**src/rtl/imem_arb_pkg.sv**
```systemverilog
// Shared types and constants for the instruction-ROM port arbiter.
package imem_arb_pkg;

  typedef enum logic [1:0] {
    OWN_NONE = 2'd0,
    OWN_FD   = 2'd1,
    OWN_WB   = 2'd2
  } owner_e;

  typedef enum logic [1:0] {
    WB_IDLE = 2'd0,
    WB_WAIT = 2'd1,
    WB_RESP = 2'd2
  } wb_state_e;

  localparam int STARVE_W = 4;

endpackage

```
**src/rtl/imem_arb_starve_ctr.sv**
```systemverilog
// Saturating count of consecutive fetch grants made while a Wishbone read waits.
module imem_arb_starve_ctr
  import imem_arb_pkg::*;
#(
  parameter int MAX_STARVE = 4
) (
  input  logic                i_clk,
  input  logic                i_rst_n,
  input  logic                inc,
  input  logic                clr,
  output logic [STARVE_W-1:0] cnt,
  output logic                at_max
);

  localparam logic [STARVE_W-1:0] MAX_C = STARVE_W'(MAX_STARVE);

  logic [STARVE_W-1:0] cnt_p1;

  always_ff @(posedge i_clk or negedge i_rst_n) begin
    if (!i_rst_n) begin
      cnt_p1 <= '0;
    end else if (clr) begin
      cnt_p1 <= '0;
    end else if (inc && cnt_p1 != MAX_C) begin
      cnt_p1 <= cnt_p1 + 1'b1;
    end
  end

  assign cnt    = cnt_p1;
  assign at_max = (cnt_p1 == MAX_C);

endmodule

```
**src/rtl/imem_port_arbiter.sv**
```systemverilog
// Shares the synchronous-read instruction ROM port between core fetch (priority)
// and a Wishbone B4 classic read slave, with a bounded Wishbone wait.
module imem_port_arbiter
  import imem_arb_pkg::*;
#(
  parameter  int SIZE_BYTE  = 2048,
  parameter  int MAX_STARVE = 4,
  localparam int ADDRWIDTH  = $clog2(SIZE_BYTE)
) (
  input  logic                 i_clk,
  input  logic                 i_rst_n,
  input  logic                 i_fd_req,
  input  logic                 i_fd_clr,
  input  logic [ADDRWIDTH-1:0] i_fd_addr,
  output logic                 o_fd_stall,
  output logic                 o_fd_valid,
  output logic [31:0]          o_fd_rd,
  input  logic                 i_wb_cyc,
  input  logic                 i_wb_stb,
  input  logic                 i_wb_we,
  input  logic [ADDRWIDTH-1:0] i_wb_adr,
  output logic [31:0]          o_wb_dat,
  output logic                 o_wb_ack,
  output logic                 o_wb_err,
  output logic                 o_mem_en,
  output logic [ADDRWIDTH-1:0] o_mem_addr,
  input  logic [31:0]          i_mem_rd
);

  wb_state_e state_p1, state_nxt;
  owner_e    owner_p1, owner_nxt;
  logic      bubble_p1;
  logic      err_p1, err_nxt;

  logic fd_want, wb_pend, wb_read, wb_bad;
  logic grant_wb, grant_fd, at_max;
  logic [STARVE_W-1:0] starve_cnt;

  // Stage 0: grant decision and ROM request (combinational)
  assign fd_want  = i_fd_req & ~i_fd_clr;
  assign wb_pend  = i_wb_cyc & i_wb_stb & (state_p1 == WB_IDLE);
  assign wb_bad   = wb_pend & (i_wb_we | (i_wb_adr[1:0] != 2'b00));
  assign wb_read  = wb_pend & ~wb_bad;
  assign grant_wb = wb_read & (~fd_want | at_max);
  assign grant_fd = fd_want & ~grant_wb;

  assign o_mem_en   = (grant_wb | grant_fd) & i_rst_n;
  assign o_mem_addr = grant_wb ? i_wb_adr : i_fd_addr;
  assign o_fd_stall = fd_want & ~grant_fd;

  assign owner_nxt = grant_wb ? OWN_WB : (grant_fd ? OWN_FD : OWN_NONE);

  imem_arb_starve_ctr #(
    .MAX_STARVE (MAX_STARVE)
  ) u_starve_ctr (
    .i_clk   (i_clk),
    .i_rst_n (i_rst_n),
    .inc     (grant_fd & wb_read),
    .clr     (grant_wb | ~wb_read),
    .cnt     (starve_cnt),
    .at_max  (at_max)
  );

  // Stage 1: ownership of the read in flight and Wishbone FSM state
  always_ff @(posedge i_clk or negedge i_rst_n) begin
    if (!i_rst_n) begin
      owner_p1  <= OWN_NONE;
      bubble_p1 <= 1'b0;
      state_p1  <= WB_IDLE;
      err_p1    <= 1'b0;
    end else begin
      owner_p1  <= owner_nxt;
      bubble_p1 <= i_fd_req & i_fd_clr;
      state_p1  <= state_nxt;
      err_p1    <= err_nxt;
    end
  end

  always_comb begin
    state_nxt = state_p1;
    err_nxt   = 1'b0;
    case (state_p1)
      WB_IDLE: begin
        if (grant_wb) begin
          state_nxt = WB_WAIT;
        end else if (wb_bad) begin
          state_nxt = WB_RESP;
          err_nxt   = 1'b1;
        end
      end
      // A dropped cycle abandons the returning data without an ack.
      WB_WAIT: state_nxt = i_wb_cyc ? WB_RESP : WB_IDLE;
      WB_RESP: state_nxt = WB_IDLE;
      default: state_nxt = WB_IDLE;
    endcase
  end

  always_comb begin
    o_wb_ack = (state_p1 == WB_WAIT) & i_wb_cyc;
    o_wb_err = (state_p1 == WB_RESP) & err_p1;
    o_wb_dat = o_wb_ack ? i_mem_rd : 32'd0;
  end

  assign o_fd_valid = (owner_p1 == OWN_FD) | bubble_p1;
  assign o_fd_rd    = (owner_p1 == OWN_FD) ? i_mem_rd : 32'd0;

endmodule

```
**config.mk**
```make
export PLATFORM = sky130hd
export DESIGN_NAME = imem_port_arbiter
export DESIGN_NICKNAME = d
export VERILOG_FILES = /design/src/rtl/imem_arb_pkg.sv /design/src/rtl/imem_arb_starve_ctr.sv /design/src/rtl/imem_port_arbiter.sv
export SDC_FILE = /design/constraint.sdc
export NUM_CORES = 1
export LEC_CHECK = 0
export CAP_MARGIN = 15
export CORE_UTILIZATION = 27
export CTS_CLUSTER_DIAMETER = 200
export CTS_CLUSTER_SIZE = 12
export DETAILED_ROUTE_END_ITERATION = 7
export PLACE_DENSITY = 0.87
export REMOVE_ABC_BUFFERS = 1
export SYNTH_ARGS = -nofsm -noshare
export SYNTH_HDL_FRONTEND = slang
export SYNTH_SLANG_ARGS = --single-unit
```
**constraint.sdc**
```tcl
create_clock -name i_clk -period 5 [get_ports i_clk]
set_input_delay 0.75 -clock i_clk [delete_from_list [all_inputs] [get_ports i_clk]]
set_output_delay 0.75 -clock i_clk [all_outputs]
set_load 0.05 [all_outputs]
```
==> results_dict.tcl, run 1 <==
set metrics [dict create \
    grt_pass1_vias 1310 \
    dp_hpwl_um 3200 \
    area_delta_synth_final_pct 143 \
    cap_violations 0 \
    place.gp.congestion 0.747 \
    critPathMaxFanout 14 \
    cts_tree "built" \
    cts_num_sinks 10 \
    rsz0062_at_grt "no" \
    tns_ns 0 \
    synth_enable_flop_cells 0 \
    synth_top_area_cell "and2_1" \
    initial_core_util 0.283 \
    ys_ff_latch 10 \
    leakage_nw 1.05 \
    antenna_found_initial 0 \
    grt_first_pass_wirelength_um 6020 \
    clk_pin_slew_ns 0.05 \
    p_switching_uw 120 \
    yosys.area.top_type_share 0.402 \
    drc_errors 0 \
    finalWorstSetupSlack_ns 1.26 \
    diodes 0 \
    overflow 0 \
    p_sw_frac 0.337 \
    track_usage 0.184 \
    seq_power_share 0.236 \
    crit_path_start_kind "primary input" \
    drive_gt1_frac 0.0725 \
    netlist_top_cells_area "and2_1 (40%), dfrtp_1 (24%), mux2_4 (7.2%), mux2_2 (4.3%), ha_1 (2.4%)" \
    seq_area_um2 250 \
    post-route-period-util 0.748 \
    synth_async_sr_flop_share 1.00 \
    clkLatencyLatePin_ns 0.23 \
    finalSetupViolCount 0 \
    nets 326 \
    multiInputGateArea_um2 741 \
    dp_slack_ns 1.23 \
    ys.flop_type "dfrtp_1" \
    routed_via_density 4.29 \
    arrival_ns 2.99 \
    yosysMostFrequentCell "and2_1" \
    netlist_top_cells_count "and2_1 (67), dfrtp_1 (10), clkbuf_1 (6), nor2_1 (6)" \
    cts_setup_buffers 0 \
    cts_buffers 3 \
    num_io_pins 141 \
    synth_warnings 0 \
    cts_root_buffer "clkbuf_8" \
    ir_worst_vdd_mv 0.112 \
    drt-pass1-iter-count 4 \
    dr_total_vias 1330 \
    syn_area_um2 1040 \
    p_clk_frac 0.272 \
    grt_max_degree 35 \
    fmax_ghz 0.267 \
    total_power_uw 356 \
    period_minus_slack_ns 3.74 \
    cts_hold_buf 0 \
    slew_viol_final 0 \
    wirelength_um 3750 \
    required_ns 4.25 \
    die_area_um2 4120 \
    powerDensity_nw_per_um2 140 \
    wire_per_inst_um 12.1 \
    finalHoldViolations 0 \
    fill_cells 328 \
    cts_resized 0 \
    clock_skew_ns 0.00165 \
    hold_path.class "reg2reg" \
    synth_cell_type_count 23 \
    critical_path.endpoint_type "output pin" \
    syn_area_per_cell_um2 8.42 \
    power_frac_comb 0.492 \
    internal-power_uw 236 \
    antenna_left 0 \
    slew_headroom 0.469 \
    die_h_um 64.2 \
    tightest_slew_ns 0.796 \
    htreeDepth 1 \
    ctsLongestPathBuffers 2 \
    rows 22 \
    worstSetupPathType "in2out" \
    dieWidth_um 64.2 \
    drtIter0Drc 32 \
    coreArea_um2 3690 \
    status "completed" \
    yosysSeqAreaShare 0.240 \
    portBuffers 140 \
    syn_inst 124 \
]
cells in the final DEF, fill, tap and decap left out:
master	synthesis	routed
nor2b_1	2	2
dfrtp_1	10	10
and3b_1	2	2
a21boi_0	1	1
clkdlybuf4s50_1	0	140
nand4bb_1	1	1
and4bb_2	1	1
nand2b_1	1	1
xnor2_1	1	1
and2_1	67	67
clkbuf_8	0	4
ha_1	2	2
xor2_1	1	1
buf_4	0	1
or2_2	2	2
nor2_1	6	6
nor3_4	1	1
nand2_1	2	2
o211ai_4	1	1
a31oi_1	1	1
mux2_2	4	4
inv_1	5	5
mux2_4	5	5
nand3_1	1	1
sequential cells by signal, summed over array words and instances (netlist names):
| register | count |
|---|---|
| u_starve_ctr.cnt | 4 |
| owner_p1 | 2 |
| state_p1 | 2 |
| err_p1 | 1 |
| bubble_p1 | 1 |
per-stage QoR:
| stage | std cells | area [um2] | util | hold slack [ns] |
|---|---|---|---|---|
| final | 310 | 2530 | 0.687 | 0.508 |
| after global routing | 310 | 2530 | 0.687 | 0.542 |
| after CTS | 310 | 2530 | 0.687 | 0.507 |
| after detailed placement | 306 | 2480 | 0.672 | 0.489 |
| after global placement | 306 | 2480 | 0.672 | 0.480 |
| after floorplan | 117 | 1010 | - | 0.454 |
cell families after synthesis:
logic type / Yosys count / share of synthesized area
and+or+nand+nor: 86 / 0.520
buffers and inverters: 12 / 0.0504
DFF: 10 / 0.240
muxes: 9 / 0.115
AOI/OAI and AO/OA: 3 / 0.0336
xor gates and xnor gates: 2 / 0.0168
adders and majority gates: 2 / 0.0240
final cells by class:
class,count,share of cell area
timing repair buffer,141,0.556
inverter,5,0.00741
sequential,10,0.0988
clock buffer,4,0.0217
multi-input combinational,102,0.292
tap,48,0.0237
power by group through the flow:
stage          Clock, mW  Sequential [mW]  Combinational, mW
2_1_floorplan          0           0.0850             0.0878
5_1_grt            0.104           0.0841              0.184
3_5_place_dp           0           0.0852              0.176
6_report          0.0966           0.0840              0.175
3_3_place_gp           0           0.0851              0.175
4_1_cts           0.0986           0.0840              0.177
final timing paths:
| check | startpoint | endpoint | slack, ns | depth (start not counted) |
|---|---|---|---|---|
| max | i_fd_clr | o_mem_addr[4] | 1.26 | 5 |
| min | u_starve_ctr.cnt[0] | u_starve_ctr.cnt[0] | 0.51 | 1 |
| max reg2reg | u_starve_ctr.cnt[0] | state_p1[0] | 3.47 | 5 |
| min reg2reg | u_starve_ctr.cnt[0] | u_starve_ctr.cnt[0] | 0.51 | 1 |
| max in group asynchronous | i_rst_n | state_p1[1] | 3.85 | 1 |
| min in group asynchronous | i_rst_n | u_starve_ctr.cnt[3] | 0.84 | 1 |
worst max-delay path: stages:
cell             delay [ns]
clkdlybuf4s50_1        0.41
nand2b_1               0.24
o211ai_4               0.49
mux2_2                 0.39
clkdlybuf4s50_1        0.70
metal layers:
metal | global-route usage | share of wire
met1 | 0.197 | 0.37
met2 | 0.364 | 0.53
met3 | 0.0411 | 0.097
met4 | 0.0333 | 0.0013
met5 | 0 | 0
Note: power is estimated with default switching activity, not from simulation.
==> run 2: changes to the inputs <==
--- a/config.mk
+++ b/config.mk
@@ -6,11 +6,11 @@
 export NUM_CORES = 1
 export LEC_CHECK = 0
 export CAP_MARGIN = 15
-export CORE_UTILIZATION = 27
+export CORE_UTILIZATION = 25
 export CTS_CLUSTER_DIAMETER = 200
 export CTS_CLUSTER_SIZE = 12
 export DETAILED_ROUTE_END_ITERATION = 7
-export PLACE_DENSITY = 0.87
+export PLACE_DENSITY = 0.82
 export REMOVE_ABC_BUFFERS = 1
 export SYNTH_ARGS = -nofsm -noshare
 export SYNTH_HDL_FRONTEND = slang
==> constraint.sdc (replaced) <==
create_clock -name i_clk -period 3.6 [get_ports i_clk]
set_input_delay 0.54 -clock i_clk [delete_from_list [all_inputs] [get_ports i_clk]]
set_output_delay 0.54 -clock i_clk [all_outputs]
set_load 0.05 [all_outputs]
==> results_dict.tcl, run 2 (synthesis gave the netlist of run 1 again) <==
set metrics [dict create \
    status "completed" \
    antenna_left 0 \
    dr_total_vias 1310 \
    drt-pass1-iter-count 4 \
    wire_per_inst_um 11.5 \
    clkLatencyLatePin_ns 0.23 \
    p_switching_uw 169 \
    finalHoldViolations 0 \
    path_common_cell "clkdlybuf4s50_1" \
    nets 329 \
    routed_via_density 4.16 \
    required_ns 3.06 \
    tightest_slew_ns 0.521 \
    worst_path_max_delay_cell "clkdlybuf4s50_1" \
    num_io_pins 141 \
    critPathMaxFanout 14 \
    overflow 0 \
    finalSetupViolCount 0 \
    crit_path_start_kind "primary input" \
    drive_gt1_frac 0.177 \
    powerDensity_nw_per_um2 199 \
    rsz0062_at_grt "no" \
    place.gp.congestion 0.724 \
    drtIter0Drc 43 \
    grt_first_pass_wirelength_um 5380 \
    grt_max_degree 34 \
    timing.reg2reg.setup_slack_ns 2.09 \
    wirelength_um 3610 \
    post-route-period-util 0.916 \
    path_buf_inv 2 \
    total_power_uw 498 \
    fill_cells 363 \
    fmax_ghz 0.303 \
    grt_pass1_vias 1150 \
    hold_path.class "reg2reg" \
    slew_headroom 0.652 \
    worstSetupPathType "in2out" \
    dp_hpwl_um 3000 \
    tns_ns 0 \
    period_minus_slack_ns 3.30 \
    die_h_um 66.6 \
    dieWidth_um 66.6 \
    track_usage 0.159 \
    final_cell_mix "clkdlybuf4s50_1 (115), and2_1 (67), buf_4 (29)" \
    cts_hold_buf 0 \
    internal-power_uw 328 \
    portBuffers 140 \
    slowest_delay_ns 0.71 \
    rows 23 \
    mostFrequentLayoutCell "clkdlybuf4s50_1" \
    cap_violations 0 \
    postPlaceCellArea_um2 2440 \
    critPathTopFamily "buffers and inverters" \
    largest_register_ffs 4 \
    cts_tree "built" \
    seq_power_share 0.234 \
    power_frac_comb 0.489 \
    die_area_um2 4440 \
    path_cells "clkdlybuf4s50_1 -> nand2b_1 -> o211ai_4 -> mux2_2 -> clkdlybuf4s50_1" \
    arrival_ns 2.76 \
    p_sw_frac 0.340 \
    antenna_found_initial 0 \
    cts_buffers 3 \
    cts_num_sinks 10 \
    slew_viol_final 0 \
    cts_setup_buffers 0 \
    ir_worst_vdd_mv 0.168 \
    ctsLongestPathBuffers 2 \
    diodes 0 \
    coreArea_um2 4000 \
    cts_resized 0 \
    area_delta_synth_final_pct 139 \
    p_clk_frac 0.277 \
    dpl.cell_count 311 \
    critical_path.endpoint_type "output pin" \
    cts_root_buffer "clkbuf_8" \
    finalNonFillerCells 315 \
    htreeDepth 1 \
    leakage_nw 1.11 \
    clock_skew_ns 0.000938 \
    final_area_um2 2500 \
    clk_pin_slew_ns 0.04 \
    drc_errors 0 \
    initial_core_util 0.261 \
]
==> run 2: cell type report <==
cell class              instances  area (um2)  share of cell area
clock buffers                   4        55.1              0.0221
inverters                       5        18.8             0.00752
multi-input cells             102         741               0.297
flip-flops and latches         10         250               0.100
well taps                      50        62.6              0.0251
repair buffers                144        1370               0.548
==> run 2: final timing paths <==
| kind | startpoint | endpoint | depth (start not counted) |
|---|---|---|---|
| max | i_fd_clr | o_mem_addr[3] | 5 |
| min | u_starve_ctr.cnt[0] | u_starve_ctr.cnt[0] | 1 |
| max reg2reg | u_starve_ctr.cnt[0] | state_p1[0] | 5 |
| min reg2reg | u_starve_ctr.cnt[0] | u_starve_ctr.cnt[0] | 1 |
| max in group asynchronous | i_rst_n | owner_p1[0] | 2 |
| min in group asynchronous | i_rst_n | bubble_p1 | 2 |
==> run 2: power by group through the flow <==
stage	sequential, mW	clock, mW	combinational, mW
floorplan	0.118	0	0.122
global placement	0.118	0	0.244
detailed placement	0.118	0	0.245
CTS	0.117	0.142	0.246
global route	0.117	0.149	0.256
finish	0.117	0.138	0.243
==> run 2: worst reg2reg max path: cells and delay by family, from the launching register on <==
kind | cells | cell delay [ns]
adders and majority gates | 1 | 0.18
buffers and inverters | 2 | 0.15
AOI/OAI and AO/OA | 1 | 0.44
DFF | 1 | 0.39
and+or+nand+nor | 1 | 0.22
==> run 2: through the flow <==
stage / setup WS, ns / hold WS, ns / util
6_report: 0.303 / 0.496 / 0.624
5_1_grt: 0.182 / 0.539 / 0.624
2_1_floorplan: 1.02 / 0.244 / -
3_5_place_dp: 0.286 / 0.491 / 0.610
4_1_cts: 0.285 / 0.494 / 0.624
3_3_place_gp: 0.320 / 0.479 / 0.610
==> run 2: per-layer routing <==
| metal | routed length (um) | vias to the layer above | share of wire | GRT usage |
|---|---|---|---|---|
| li1 | - | 666 | - | - |
| met1 | 1400 | 557 | 0.39 | 0.174 |
| met2 | 1760 | 85 | 0.49 | 0.292 |
| met3 | 430 | 2 | 0.12 | 0.0531 |
| met4 | 18 | 0 | 0.0050 | 0.0319 |
| met5 | 0 | - | 0 | 0 |
